`src/rtl/gf180mcu_fd_sc_mcu7t5v0__mux4_rrseq_if.sv`:
```
// Bus bundle for the round-robin sequenced 4:1 mux: per-requester request
// and data inputs, registered grant, select code and selected data outputs.
interface gf180mcu_fd_sc_mcu7t5v0__mux4_rrseq_if;
  logic [3:0] REQ;
  logic       I0;
  logic       I1;
  logic       I2;
  logic       I3;
  logic [3:0] GNT;
  logic       S0;
  logic       S1;
  logic       Z;
  logic       ZV;

  modport master (
    output REQ, I0, I1, I2, I3,
    input  GNT, S0, S1, Z, ZV
  );

  modport slave (
    input  REQ, I0, I1, I2, I3,
    output GNT, S0, S1, Z, ZV
  );
endinterface

```
`src/rtl/gf180mcu_fd_sc_mcu7t5v0__mux4_rrseq.sv`:
```
// Round-robin arbitrated 4:1 mux with a break-before-make GAP cycle between tenures.
// Define MUX4_RRSEQ_BURST_LIMIT_EN to cap a tenure at MAX_BURST cycles while others wait.
module gf180mcu_fd_sc_mcu7t5v0__mux4_rrseq #(
  parameter int unsigned MAX_BURST = 4
) (
  input logic                                   CLK,
  input logic                                   RST,
  gf180mcu_fd_sc_mcu7t5v0__mux4_rrseq_if.slave  bus
);

  typedef enum logic [1:0] {
    IDLE  = 2'd0,
    GRANT = 2'd1,
    GAP   = 2'd2
  } state_e;

  if (MAX_BURST < 1 || MAX_BURST > 15) begin : g_max_burst_illegal
    $error("MAX_BURST must be in 1..15");
  end

  state_e     state_q, state_d;
  logic [1:0] ptr_q, ptr_d;
  logic [1:0] sel_q, sel_d;
  logic [3:0] gnt_q, gnt_d;
  logic       z_q, z_d;
  logic       zv_q, zv_d;

  logic [3:0] req;
  logic [3:0] data;
  logic [1:0] win;
  logic       limit_hit;

  // Lowest offset from the pointer wins, so scan offsets from high to low.
  function automatic logic [1:0] pick_winner(input logic [3:0] r, input logic [1:0] p);
    logic [1:0] idx;
    pick_winner = p;
    for (int n = 3; n >= 0; n--) begin
      idx = p + 2'(n);
      if (r[idx]) pick_winner = idx;
    end
  endfunction

  assign req  = bus.REQ;
  assign data = {bus.I3, bus.I2, bus.I1, bus.I0};
  assign win  = pick_winner(req, ptr_q);

`ifdef MUX4_RRSEQ_BURST_LIMIT_EN
  localparam logic [3:0] BurstMax = 4'(MAX_BURST);
  logic [3:0] burst_q, burst_d;

  assign limit_hit = (burst_q == BurstMax) && |(req & ~gnt_q);
`else
  assign limit_hit = 1'b0;
`endif

  always_comb begin
    state_d = state_q;
    ptr_d   = ptr_q;
    sel_d   = sel_q;
    gnt_d   = gnt_q;
    z_d     = z_q;
    zv_d    = zv_q;
`ifdef MUX4_RRSEQ_BURST_LIMIT_EN
    burst_d = burst_q;
`endif
    case (state_q)
      IDLE, GAP: begin
        state_d = IDLE;
        gnt_d   = 4'b0000;
        zv_d    = 1'b0;
        if (|req) begin
          state_d = GRANT;
          gnt_d   = 4'b0001 << win;
          sel_d   = win;
`ifdef MUX4_RRSEQ_BURST_LIMIT_EN
          burst_d = 4'd1;
`endif
        end
      end
      GRANT: begin
        // Leaving a tenure drops the grant but keeps select and data stable.
        if (!req[sel_q] || limit_hit) begin
          state_d = GAP;
          ptr_d   = sel_q + 2'd1;
          gnt_d   = 4'b0000;
          zv_d    = 1'b0;
        end else begin
          z_d  = data[sel_q];
          zv_d = 1'b1;
`ifdef MUX4_RRSEQ_BURST_LIMIT_EN
          if (burst_q != BurstMax) burst_d = burst_q + 4'd1;
`endif
        end
      end
      default: begin
        state_d = IDLE;
        gnt_d   = 4'b0000;
        zv_d    = 1'b0;
      end
    endcase
  end

  always_ff @(posedge CLK) begin
    if (RST) begin
      state_q <= IDLE;
      ptr_q   <= 2'd0;
      sel_q   <= 2'd0;
      gnt_q   <= 4'b0000;
      z_q     <= 1'b0;
      zv_q    <= 1'b0;
`ifdef MUX4_RRSEQ_BURST_LIMIT_EN
      burst_q <= 4'd0;
`endif
    end else begin
      state_q <= state_d;
      ptr_q   <= ptr_d;
      sel_q   <= sel_d;
      gnt_q   <= gnt_d;
      z_q     <= z_d;
      zv_q    <= zv_d;
`ifdef MUX4_RRSEQ_BURST_LIMIT_EN
      burst_q <= burst_d;
`endif
    end
  end

  assign bus.GNT = gnt_q;
  assign bus.S0  = sel_q[0];
  assign bus.S1  = sel_q[1];
  assign bus.Z   = z_q;
  assign bus.ZV  = zv_q;

endmodule

```
`src/flat_wrapper.sv`:
```
// flat-port wrapper written by rule: the top's interface ports become plain ports
module gf180mcu_fd_sc_mcu7t5v0__mux4_rrseq_flat 
#(
  parameter int unsigned MAX_BURST = 4
)
  (CLK, RST, bus_REQ, bus_I0, bus_I1, bus_I2, bus_I3, bus_GNT, bus_S0, bus_S1, bus_Z, bus_ZV);
  gf180mcu_fd_sc_mcu7t5v0__mux4_rrseq_if bus_i ();
  input logic CLK;
  input logic RST;
  input wire logic [$bits(bus_i.REQ)-1:0] bus_REQ;
  input wire logic [$bits(bus_i.I0)-1:0] bus_I0;
  input wire logic [$bits(bus_i.I1)-1:0] bus_I1;
  input wire logic [$bits(bus_i.I2)-1:0] bus_I2;
  input wire logic [$bits(bus_i.I3)-1:0] bus_I3;
  output wire logic [$bits(bus_i.GNT)-1:0] bus_GNT;
  output wire logic [$bits(bus_i.S0)-1:0] bus_S0;
  output wire logic [$bits(bus_i.S1)-1:0] bus_S1;
  output wire logic [$bits(bus_i.Z)-1:0] bus_Z;
  output wire logic [$bits(bus_i.ZV)-1:0] bus_ZV;
  assign bus_i.REQ = bus_REQ;
  assign bus_i.I0 = bus_I0;
  assign bus_i.I1 = bus_I1;
  assign bus_i.I2 = bus_I2;
  assign bus_i.I3 = bus_I3;
  assign bus_GNT = bus_i.GNT;
  assign bus_S0 = bus_i.S0;
  assign bus_S1 = bus_i.S1;
  assign bus_Z = bus_i.Z;
  assign bus_ZV = bus_i.ZV;
  gf180mcu_fd_sc_mcu7t5v0__mux4_rrseq #(.MAX_BURST(MAX_BURST)) u_core (.CLK(CLK), .RST(RST), .bus(bus_i));
endmodule
```
`config.mk`:
```
export PLATFORM = sky130hd
export DESIGN_NAME = gf180mcu_fd_sc_mcu7t5v0__mux4_rrseq_flat
export DESIGN_NICKNAME = d
export VERILOG_FILES = /design/src/rtl/gf180mcu_fd_sc_mcu7t5v0__mux4_rrseq_if.sv /design/src/rtl/gf180mcu_fd_sc_mcu7t5v0__mux4_rrseq.sv /design/src/flat_wrapper.sv
export SDC_FILE = /design/constraint.sdc
export NUM_CORES = 1
export LEC_CHECK = 0
export CAP_MARGIN = 20
export CELL_PAD_IN_SITES_DETAIL_PLACEMENT = 1
export CELL_PAD_IN_SITES_GLOBAL_PLACEMENT = 2
export CORE_ASPECT_RATIO = 1.5
export CORE_UTILIZATION = 28
export CTS_BUF_LIST = sky130_fd_sc_hd__clkbuf_16
export CTS_CLUSTER_SIZE = 25
export DETAILED_ROUTE_END_ITERATION = 8
export PLACE_DENSITY = 0.88
export SLEW_MARGIN = 10
export SYNTH_ARGS = -nofsm -noshare
export SYNTH_HDL_FRONTEND = slang
export SYNTH_SLANG_ARGS = --single-unit
```
`constraint.sdc`:
```
create_clock -name CLK -period 3.4 [get_ports CLK]
set_input_delay 0.68 -clock CLK [delete_from_list [all_inputs] [get_ports CLK]]
set_output_delay 0.68 -clock CLK [all_outputs]
set_load 0.02 [all_outputs]
```
[Word-level counts from Yosys, hierarchy flattened]
Index checks and enable logic that the tools add are counted.
Storage, ports and cells
  flip-flop bits (word level): 12
  latch bits: 0
  RAM bits: 0
  memory bits (read-only): 0
  input bits: 10
  word-level logic and storage cells: 51
  memories kept: 0
Operators by class
  $add $sub $neg: 4
  $mul: 0
  divide/modulo/power cells: 0
  magnitude comparators: 5
  eq/ne operators: 3
  shift operators: 1
  mux-type cells: 23
  bitwise logic cells: 2
  reductions and logical operators: 7
Operators with widths (count)
  $lt A2 B3 Y1 const B: 5
  $bmux W1 S2: 6
  $mux W2: 5
  $mux W1: 8
  $mux W4: 2
  $pmux W4 S2: 1
  $reduce_and A2 Y1: 3
  $add A2 B1 Y2 const B: 2
  $add A2 B2 Y2 const B: 2
  $pmux W2 S2: 1
  $reduce_or A2 Y1: 2
  $reduce_or A4 Y1: 1
  $shl A1 B2 Y4 const A: 1
  $eq A2 B1 Y1 const B: 1
  $eq A2 B2 Y1 const B: 1
  $logic_not A2 Y1: 1
  $ne A2 B2 Y1 const B: 1
  $not A1 Y1: 2

[Logic depth before layout (Yosys ltp)]
Gate-level depths: netlist of the first run.
  word-level depth: 10
  depth in mapped cells: 4

[Least setup slack after synthesis of the first run]
No wires, ideal clock.
  kind: input port to flip-flop
  from: input bus_REQ[3]
  to: register u_core.gnt_q[0] (netlist: u_core.bus.GNT[0])
  setup time: 0.117 ns
  data arrival time: 1.605 ns
  setup slack: 1.678 ns
  stages: 4
  path buffers: 0
  cells stage by stage: mux4_2 nand3b_1 nor2_2 a32o_1
Between the ends
  cells in the longest elaborated chain, start to end: 9
Ends and longest elaborated chain
  start, declared: line flat_wrapper.sv:10  | input wire logic [$bits(bus_i.REQ)-1:0] bus_REQ;
  $bmux W1 S2: line gf180mcu_fd_sc_mcu7t5v0__mux4_rrseq.sv:39  | if (r[idx]) pick_winner = idx;
  $mux W1 (not written as such): line gf180mcu_fd_sc_mcu7t5v0__mux4_rrseq.sv:39
  $mux W2 (4 in series): line gf180mcu_fd_sc_mcu7t5v0__mux4_rrseq.sv:39
  $shl A1 B2 Y4: line gf180mcu_fd_sc_mcu7t5v0__mux4_rrseq.sv:73  | gnt_d = 4'b0001 << win;
  $mux W4: line gf180mcu_fd_sc_mcu7t5v0__mux4_rrseq.sv:71  | if (|req) begin
  $pmux W4 S2: line gf180mcu_fd_sc_mcu7t5v0__mux4_rrseq.sv:66  | case (state_q)
  end signal, assigned: line gf180mcu_fd_sc_mcu7t5v0__mux4_rrseq.sv:118  | gnt_q <= gnt_d;
  end, declared: line gf180mcu_fd_sc_mcu7t5v0__mux4_rrseq.sv:24  | logic [3:0] gnt_q, gnt_d;
Several ways; a longest one is shown, not always the timed one. The select of a mux whose other input is x is not followed.
A chain may end at the register's enable or synchronous reset.

[Worst setup path in the final report of the first run]
  from: input bus_REQ[3]
  to: register u_core.ptr_q[1]
Between the ends
  cells in the longest elaborated chain, start to end: 4
Ends and longest elaborated chain
  $bmux W1 S2: line gf180mcu_fd_sc_mcu7t5v0__mux4_rrseq.sv:82  | if (!req[sel_q] || limit_hit) begin
  $mux W1 (not written as such): line gf180mcu_fd_sc_mcu7t5v0__mux4_rrseq.sv:82
  $not A1 Y1 (no line)
  $reduce_and A2 Y1 (no line)
  end signal, assigned: line gf180mcu_fd_sc_mcu7t5v0__mux4_rrseq.sv:116  | ptr_q <= ptr_d;
  end, declared: line gf180mcu_fd_sc_mcu7t5v0__mux4_rrseq.sv:22  | logic [1:0] ptr_q, ptr_d;
No other way between the ends. The select of a mux whose other input is x is not followed.

==> results.json, run 1 <==
{
  "cts_buffers": 3,
  "grt_pass1_wl_um": 2720,
  "outcome": "finished, final reports clean",
  "dp_cells": 97,
  "clock-sinks": 12,
  "worstSkewPairLatency_ps": 240,
  "yosysMostFrequentCell": "dfxtp_1",
  "via_count": 568,
  "ir_worst_vdd_mv": 0.297,
  "ant_nets": 0,
  "post-route-period-util_pct": 64.4,
  "cts_tree": "yes",
  "synthCells": 59,
  "clkTransAtPathRegs_ps": 40,
  "syn_area_um2": 589,
  "final_cell_area_um2": 862,
  "endpoint_kind": "flip-flop",
  "synth_enable_flop_cells": 0,
  "setup_violations": 0,
  "tightestPinTransition_ps": 384,
  "timing.final.hold_violations": 0,
  "fmax_mhz": 457,
  "fin_nets": 90,
  "cts_hold_buf": 0,
  "power_leakage_uw": 0.000315,
  "synth_top_family_by_area": "compound AO/OA/AOI/OAI gates",
  "totalWireLength_um": 1590,
  "finalNonFillerCells": 101,
  "drtIter0Drc": 8,
  "synth_commonest_cells": "dfxtp_1 (12), nor2_1 (7), a21oi_1 (5)",
  "cts_resized": 0,
  "ios": 18,
  "power.density_mw_per_mm2": 551,
  "diodes": 0,
  "track_usage_pct": 17.4,
  "ys_async_sr_fraction_pct": 0,
  "cts_root_buf": "clkbuf_16",
  "period_minus_slack_ps": 2190,
  "dp_hpwl_um": 1170,
  "hold_slack_ps": 485,
  "core-area_mm2": 0.00200,
  "drc_errors": 0,
  "required_ps": 3550,
  "min_path_type": "reg -> reg",
  "synth_area_per_cell_um2": 9.99,
  "wl_per_cell_um": 15.7,
  "synth_area_leaders": "dfxtp_1 (41%), a32o_1 (6.8%), mux4_1 (4.5%), nor2_1 (4.5%), a21oi_1 (4.2%)",
  "synth_area_leader_cell": "dfxtp_1",
  "finalClockSkew_ps": 2.06,
  "layout-drive-gt1-share_pct": 7.59,
  "overflow": 0,
  "post-cts-setup-buffers": 0,
  "synthToLayoutAreaGrowth_pct": 46.3,
  "die_w_um": 39.5,
  "row_count": 20,
  "arrival_ps": 2340,
  "antenna_found_initial": 0,
  "postPlaceCellArea_um2": 783,
  "grt_max_degree": 10,
  "critPathMaxFanout": 8,
  "yosys_warnings": 0,
  "maxSlewHeadroom_pct": 74.1,
  "via_per_inst": 5.62,
  "design.die.area_mm2": 0.00230,
  "muxShareOfSynthArea_pct": 9.98,
  "synth_flop_cell": "dfxtp_1",
  "drt-pass1-iter-count": 4,
  "die_y_um": 58.2,
  "start_util_pct": 29.4,
  "synth_adder_area_share_pct": 0,
  "synth_compound_area_share_pct": 29.7,
  "gp_congestion": 0.692,
  "grt_pass1_vias": 595,
  "clockBufferDepth": 2,
  "ys_seq_area_share_pct": 40.8,
  "startpoint_type": "input port",
  "synth-seq-cells": 12,
  "htree_num_levels": 1,
  "synth_top_area_share_pct": 40.8,
  "critical_path_class": "in -> reg",
  "io_buffers": 17,
  "setup-tns-final_ps": 0,
  "drv_slew": 0,
  "cap_violations": 0,
  "synth-simple-area-share_pct": 16.8,
  "rsz0062_at_grt": "false",
  "syn_nets": 69,
  "synth_cell_types": 26,
  "utilization_pct": 43.1,
  "synth_xor_xnor_area_share_pct": 1.49
}
cells by family after synthesis:
group,count (synthesis)
compound gates,24
xor+xnor,1
buf+inv,2
flops,12
mux,3
simple gates,17
placed cells by master (no fill, tap or decap), drive strengths merged, types with 2 or more instances in the layout:
cell	n
nor2b	4
clkdlybuf4s50	17
nor2	8
mux4	2
a32o	4
a211oi	2
a21oi	5
nor3b	2
a21o	2
nand2	2
clkbuf	3
o211ai	2
o21ai	3
dfxtp	12
final cells by class:
class	count	area, µm²
fill	237	1140
clock inverter	1	3.75
sequential	12	240
multi-input combinational	45	342
tap	22	27.5
inverter	1	3.75
timing repair buffer	17	170
clock buffer	3	75.1
routing by layer:
layer,wire (µm),global-route usage (%),vias up
met4,45,11.8,0
met1,676,21.5,281
met5,0,0,-
met3,62,2.30,5
met2,803,26.7,14
li1,-,-,268
through the flow:
step	total power, µW	worst slack (ps)
3_3_place_gp	258	1020
4_1_cts	480	1200
3_5_place_dp	261	973
2_1_floorplan	221	1680
5_1_grt	496	1030
6_report	475	1210
worst paths after layout:
| kind | cells after the start | end | start | slack (ps) |
|---|---|---|---|---|
| max | 5 | u_core.ptr_q[1] | bus_REQ[3] | 1210 |
| min | 1 | u_core.bus.GNT[1] | u_core.bus.GNT[1] | 480 |
| max reg2reg | 4 | u_core.ptr_q[1] | u_core.sel_q[0] | 1690 |
| min reg2reg | 1 | u_core.bus.GNT[1] | u_core.bus.GNT[1] | 480 |
worst max-delay path: stages:
cell and delay (ps):
clkdlybuf4s50_1 540, mux4_2 570, nor3b_4 270, nor2_1 70, a211oi_1 210
registers in the layout (all words and copies together) (netlist names):
name / count
u_core.bus.ZV: 1
u_core.state_q: 2
u_core.bus.Z: 1
u_core.bus.GNT: 4
u_core.sel_q: 2
u_core.ptr_q: 2
power breakdown:
part	total, µW	internal, µW	switching (µW)	leakage, µW
Clock	215	155	60.8	0.0000385
Combinational	93.1	47.5	45.6	0.000178
Sequential	166	153	13.3	0.0000983
Note: power is estimated with default switching activity, not from simulation.
==> run 2, diff against run 1 <==
--- a/config.mk
+++ b/config.mk
@@ -9,11 +9,11 @@
 export CELL_PAD_IN_SITES_DETAIL_PLACEMENT = 1
 export CELL_PAD_IN_SITES_GLOBAL_PLACEMENT = 2
 export CORE_ASPECT_RATIO = 1.5
-export CORE_UTILIZATION = 28
+export CORE_UTILIZATION = 24
 export CTS_BUF_LIST = sky130_fd_sc_hd__clkbuf_16
 export CTS_CLUSTER_SIZE = 25
 export DETAILED_ROUTE_END_ITERATION = 8
-export PLACE_DENSITY = 0.88
+export PLACE_DENSITY = 0.81
 export SLEW_MARGIN = 10
 export SYNTH_ARGS = -nofsm -noshare
 export SYNTH_HDL_FRONTEND = slang
==> constraint.sdc (replaced) <==
create_clock -name CLK -period 1.8 [get_ports CLK]
set_input_delay 0.36 -clock CLK [delete_from_list [all_inputs] [get_ports CLK]]
set_output_delay 0.36 -clock CLK [all_outputs]
set_load 0.02 [all_outputs]
==> results.json, run 2 (synthesis results as in run 1) <==
{
  "io_buffers": 17,
  "layout_common_cells": "clkdlybuf4s50_1 (17), dfxtp_1 (12), buf_4 (11)",
  "outcome": "finished, final reports clean",
  "fmax_mhz": 580,
  "track_usage_pct": 14.4,
  "synthToLayoutAreaGrowth_pct": 61.8,
  "die_w_um": 42.5,
  "core-area_mm2": 0.00229,
  "start_util_pct": 25.8,
  "grt_pass1_vias": 654,
  "arrival_ps": 1850,
  "totalWireLength_um": 1660,
  "rsz0062_at_grt": "false",
  "finalNonFillerCells": 112,
  "via_count": 584,
  "setup_violations": 0,
  "maxSlewHeadroom_pct": 77.7,
  "post-cts-setup-buffers": 0,
  "ios": 18,
  "p_seq_share_pct": 34.2,
  "cts_hold_buf": 0,
  "row_count": 21,
  "layout-drive-gt1-share_pct": 21.3,
  "fin_ws_ps": 76.3,
  "drt-pass1-iter-count": 2,
  "required_ps": 1920,
  "grt_pass1_wl_um": 2880,
  "timing.final.hold_violations": 0,
  "gp_congestion": 0.841,
  "htree_num_levels": 1,
  "power_leakage_uw": 0.000370,
  "p_int_uw": 692,
  "utilization_pct": 41.7,
  "hold_slack_ps": 466,
  "overflow": 0,
  "pwr-share-clk_pct": 42.6,
  "grt_max_degree": 8,
  "finalClockSkew_ps": 0.419,
  "cts_tree": "yes",
  "critical_path_class": "in -> reg",
  "dp_hpwl_um": 1330,
  "startpoint_type": "input port",
  "endpoint_kind": "flip-flop",
  "drv_slew": 0,
  "clock-sinks": 12,
  "final_common_cell": "clkdlybuf4s50_1",
  "cts_resized": 0,
  "period_minus_slack_ps": 1720,
  "worstSkewPairLatency_ps": 230,
  "drc_errors": 0,
  "clockBufferDepth": 2,
  "switching_share_pct": 23.9,
  "design.die.area_mm2": 0.00266,
  "cts_root_buf": "clkbuf_16",
  "via_per_inst": 5.21,
  "largest_reg_flops": 4,
  "die_y_um": 62.7,
  "pre_cts_ws_ps": -162,
  "critPathMaxFanout": 5,
  "wl_per_cell_um": 14.8,
  "combPwrFrac_pct": 23.2,
  "fin_nets": 101,
  "ir_worst_vdd_mv": 0.484,
  "tightestPinTransition_ps": 332,
  "min_path_type": "reg -> reg",
  "antenna_found_initial": 0,
  "drtIter0Drc": 2,
  "dp_cells": 109,
  "cap_violations": 0,
  "cts_buffers": 3,
  "netSwitchingPower_uw": 217,
  "power.density_mw_per_mm2": 954,
  "diodes": 0,
  "rrSetupSlack_ps": 270,
  "ant_nets": 0,
  "post-route-period-util_pct": 95.8,
  "clkTransAtPathRegs_ps": 40
}
[run 2: routing by layer]
layer,vias up,routed length [µm],track usage (%)
met3,2,35,2.60
met4,0,20,8.20
met2,6,921,26.2
met1,286,684,14.7
li1,290,-,-
met5,-,0,0
[run 2: through the flow]
step | TNS (ps) | cell area (µm²) | power [µW]
5_1_grt | 0 | 953 | 953
6_report | 0 | 953 | 910
3_3_place_gp | -757 | 867 | 515
4_1_cts | 0 | 942 | 919
2_1_floorplan | 0 | 589 | 417
3_5_place_dp | -1080 | 867 | 521
[run 2: power by group through the flow]
stage	registers [µW]	logic (µW)	clock network, µW
detailed placement	316	206	0
global route	314	230	409
global placement	315	201	0
finish	311	211	388
CTS	311	208	400
floorplan	329	87.6	0
[run 2: final timing paths]
kind,cells past startpoint,end,from
worst max-delay path,5,u_core.bus.GNT[2],bus_REQ[3]
worst min-delay path,1,u_core.bus.GNT[1],u_core.bus.GNT[1]
worst max register to register,4,u_core.bus.GNT[2],u_core.sel_q[0]
worst min register to register,1,u_core.bus.GNT[1],u_core.bus.GNT[1]
[run 2: cell type report]
cell class | count | area (µm²)
inverters | 1 | 3.75
fillers | 260 | 1330
repair buffers | 28 | 253
flip-flops and latches | 12 | 240
multi-input cells | 45 | 353
well taps | 23 | 28.8
clock buffers | 3 | 75.1
[run 2: worst max-delay path: stages]
cell and delay (ps):
clkdlybuf4s50_1 430, mux4_2 530, nand3b_1 200, nor2_2 100, a32o_1 210
